`src/rtl/instruction_memory.sv`:
```
// instruction_memory: combinational-read, synchronously loaded instruction store with NOP reset fill.
// Optional IMEM_BOUNDS_CHECK_EN flags misaligned/out-of-range fetches and drops such loader writes.
module instruction_memory #(
  parameter int          DEPTH    = 64,
  parameter logic [31:0] NOP_WORD = 32'h0000_0013
) (
  input  logic        clk,
  input  logic        reset,
  input  logic [31:0] address,
  output logic [31:0] instruction,
  input  logic        we,
  input  logic [31:0] waddr,
  input  logic [31:0] wdata,
  output logic        fault
);
  localparam int AW = $clog2(DEPTH);
  localparam logic [31:0] LIMIT = 32'(4 * DEPTH);
  logic [31:0]   mem_q [DEPTH];
  logic [AW-1:0] ridx, widx;
  logic          wen;
  assign ridx = address[AW+1:2];
  assign widx = waddr[AW+1:2];
`ifdef IMEM_BOUNDS_CHECK_EN
  assign fault       = (address[1:0] != 2'b00) || (address >= LIMIT);
  assign wen         = we && (waddr[1:0] == 2'b00) && (waddr < LIMIT);
  assign instruction = fault ? NOP_WORD : mem_q[ridx];
`else
  logic unused_bits;
  assign unused_bits = ^{address[31:AW+2], address[1:0], waddr[31:AW+2], waddr[1:0], LIMIT};
  assign fault       = 1'b0;
  assign wen         = we;
  assign instruction = mem_q[ridx];
`endif
  // Reset fills every word and takes priority over a same-edge write.
  always_ff @(posedge clk) begin
    if (reset) begin
      for (int i = 0; i < DEPTH; i++) mem_q[i] <= NOP_WORD;
    end else if (wen) begin
      mem_q[widx] <= wdata;
    end
  end
endmodule

```
`config.mk`:
```
export PLATFORM = sky130hd
export DESIGN_NAME = instruction_memory
export DESIGN_NICKNAME = d
export VERILOG_FILES = /design/src/rtl/instruction_memory.sv
export SDC_FILE = /design/constraint.sdc
export NUM_CORES = 2
export LEC_CHECK = 0
export ABC_CLOCK_PERIOD_IN_PS = 3400
export CAP_MARGIN = 20
export CORE_UTILIZATION = 50
export CTS_CLUSTER_DIAMETER = 50
export DETAILED_ROUTE_END_ITERATION = 7
export PLACE_DENSITY = 0.64
export SKIP_CTS_REPAIR_TIMING = 1
export SLEW_MARGIN = 20
export SYNTH_ARGS = -nofsm -noshare
export SYNTH_HDL_FRONTEND = slang
export SYNTH_SLANG_ARGS = --single-unit
export TNS_END_PERCENT = 50
```
`constraint.sdc`:
```
create_clock -name clk -period 3.4 [get_ports clk]
set_input_delay 0.85 -clock clk [delete_from_list [all_inputs] [get_ports clk]]
set_output_delay 0.85 -clock clk [all_outputs]
set_load 0.005 [all_outputs]
```
==> summary.md <==
| Metric | Value |
|---|---|
| Outcome | `finished, violations left` |
| Failing checks | `negative setup slack` |
| Worst setup startpoint | `address[2]` |
| CTS tree | `built` |
| Worst-path clk slew | `60 ps` |
| Mapped Area | `92400 µm²` |
| Placed cells | `around 8500` |
| Most common cell after layout, fill and taps aside | `edfxtp_1` |
| CTS sink cnt | `a little over 2000` |
| Root Driver | `clkbuf_16` |
| PD cells | `~520 nW/µm²` |
| Minimum clock period after layout | `between 4000 and 5000 ps` |
| Kind of critical path | `in2out` |
| Fin Hold WS | `435 ps` |
| Total GRT Usage | `0.305` |
| CORE AREA | `183000 µm²` |
| Max reg flops | `2048` |
| Initial DRC count | `roughly 7900` |
| Total grt overflow | `0` |
| Max Transition Viols Final | `0` |
| Crit share post-route | `1.29` |
| Vias per inst | `~6` |
| Top cell type's share of synthesized area | `0.665` |
| FMAX | `between 200 and 250 MHz` |
| Max-Cap Viols | `0` |
| Drt wl/cell | `roughly 32 µm` |
| Pre-CTS setup slack | `-1610 ps` |
| Final ANT Viol Nets | `0` |
| Finished Cell Area | `~110000 µm²` |
| Vias in the first global route | `53700` |
| CP endpoint kind | `output port` |
| Non-Filler Instances | `~9000` |
| Syn avg cell area | `15.7 µm²` |
| Leak | `38.9 nW` |
| Hold WC Path Type | `in2reg` |
| DP Area | `102000 µm²` |
| Longest Clk Path Bufs | `3` |
| First-pass DRT Iterations | `5` |
| Worst-margin pin slew | `around 1100 ps` |
| Vias | `about 55000` |
| Cells after Synth | `a little under 6000` |
| EDFF count, synth | `between 2000 and 2500` |
| Yosys reg bits | `between 2000 and 2500` |
| CTS HTree Levels | `4` |
| PortBufs | `just under 80` |
| TritonCTS buffer count | `between 200 and 250` |
| Critical path arrival | `around 3500 ps` |
| Top cells by area, synth | `edfxtp_1 67%, and2_1 13%, mux4_2 13%` |
| Critical Path RT | `2550 ps` |
| Endpoints failing setup | `32` |
| Synth area leader | `edfxtp_1` |
| Share of synthesized registers carrying an async set or reset | `0` |
| Most frequent cells in the layout | `2048 x edfxtp_1, 1858 x and2_1, 589 x buf_4, 515 x mux4_2, 236 x clkbuf_16` |
| Peak supply drop | `~0.42 mV` |
| DRC viols | `0` |
| Starting Density | `0.504` |
| DIE HEIGHT | `about 430 µm` |
| Hpwl dp | `between 150 and 200 mm` |
| Worst Slack Setup Final | `-969 ps` |
| Mapped Nets | `roughly 6000` |
| Initial antenna violation count | `17` |
| Primary FF master, synth | `edfxtp_1` |
| Yosys warning total | `0` |
| RSZ-0062 raised after global routing | `true` |
| Total power draw | `58.0 mW` |
| Die X | `432 µm` |
| Largest net degree at the start of global routing | `65` |
| Core Util, Final | `0.604` |
| Biggest register | `mem_q` |
| Site row count | `~160` |
| Hold Fails Final Rpt | `0` |
| CP endpoint | `instruction[11]` |
| Netlist cell types | `46` |
| Die ar. | `between 150000 and 200000 µm²` |
| Global-route wire length before repair | `around 400 mm` |
| Ratio of cells with drive above 1 in the final layout | `0.301` |
| Top flop regs | `mem_q x2048` |
| # fillers | `13500` |
| Crit Path Max Fanout | `7` |
| Setup total negative slack | `-20510 ps` |
| Final wirelength | `288 mm` |
| Critical Path Start Type | `input pin` |
| Area Growth Syn to Fin | `19.8%` |
| Sequential area share after synthesis | `0.665` |
| Routability congestion estimate | `around 0.93` |
| Nets | `between 6000 and 7000` |
| Ports | `between 100 and 150` |
| Slew margin rel. | `0.297` |
how the worst min path moves through the flow:
stage | start | to | slack (ps) | depth (start not counted)
2_1_floorplan | waddr[3] | mem_q[34][0] | 1200 | 3
6_report | wdata[19] | mem_q[38][19] | 430 | 2
3_3_place_gp | wdata[19] | mem_q[39][19] | 1280 | 2
5_1_grt | wdata[19] | mem_q[38][19] | 410 | 2
3_5_place_dp | wdata[19] | mem_q[38][19] | 1300 | 2
4_1_cts | wdata[19] | mem_q[38][19] | 380 | 2
metal layers:
metal / vias up / GRT usage / part of all wire
met5: - / 0 / 0.00013
met4: 6 / 0.127 / 0.046
met3: 483 / 0.0507 / 0.10
met2: 3079 / 0.475 / 0.47
met1: 28700 / 0.428 / 0.38
li1: 22900 / - / -
worst max-delay path, stage by stage:
cell and delay, ps:
clkbuf_16 170, buf_16 160, buf_4 140, mux4_2 380, o22ai_1 120, buf_4 170, nor4_4 710, o22a_1 270
clkdlybuf4s50_1 520
power breakdown:
| group | switching, mW | internal [mW] |
|---|---|---|
| logic | 3.33 | 2.50 |
| clock network | 9.95 | 12.9 |
| registers | 0.351 | 29.0 |
| total | 13.6 | 44.4 |
cell families (layout without fill, tap and decap cells):
kind of cell           after synthesis  after routing  synth area share
buffers and inverters              641           1306            0.0289
muxes                              527            527             0.127
and+or+nand+nor                   2381           2381             0.157
DFF                               2048           2048             0.665
AOI/OAI and AO/OA                  290            290            0.0215
other                                1              6         0.0000406
synthesized netlist by cell type (6+ instances only):
cell type,instances
o221ai_1,6
a21oi_1,25
or2_2,69
nor2_1,98
o22ai_1,125
buf_1,40
nand3b_1,8
nor3_1,47
a211oi_1,20
a221oi_1,19
nor2b_1,28
nor4_1,19
clkbuf_1,513
o21ai_0,20
and2_1,1858
mux2i_1,8
mux4_2,515
a22oi_1,33
nand2b_1,18
a22o_1,15
or3_1,188
edfxtp_1,2048
buf_4,40
o22a_1,19
nand3_1,13
buf_2,40
nand2_1,22
layout make-up:
class | instances | area, µm² | share of cell area
Sequential cell | 2048 | 61500 | 0.555
Multi-Input combinational cell | 3199 | 29500 | 0.266
Timing Repair Buffer | 912 | 10000 | 0.0904
Clock buffer | 267 | 5640 | 0.0509
Tap cell | 2464 | 3080 | 0.0278
Clock inverter | 126 | 1070 | 0.00969
Antenna cell | 5 | 12.5 | 0.000113
Inverter | 1 | 3.75 | 0.0000339
Power figures use the tool's default switching activity.
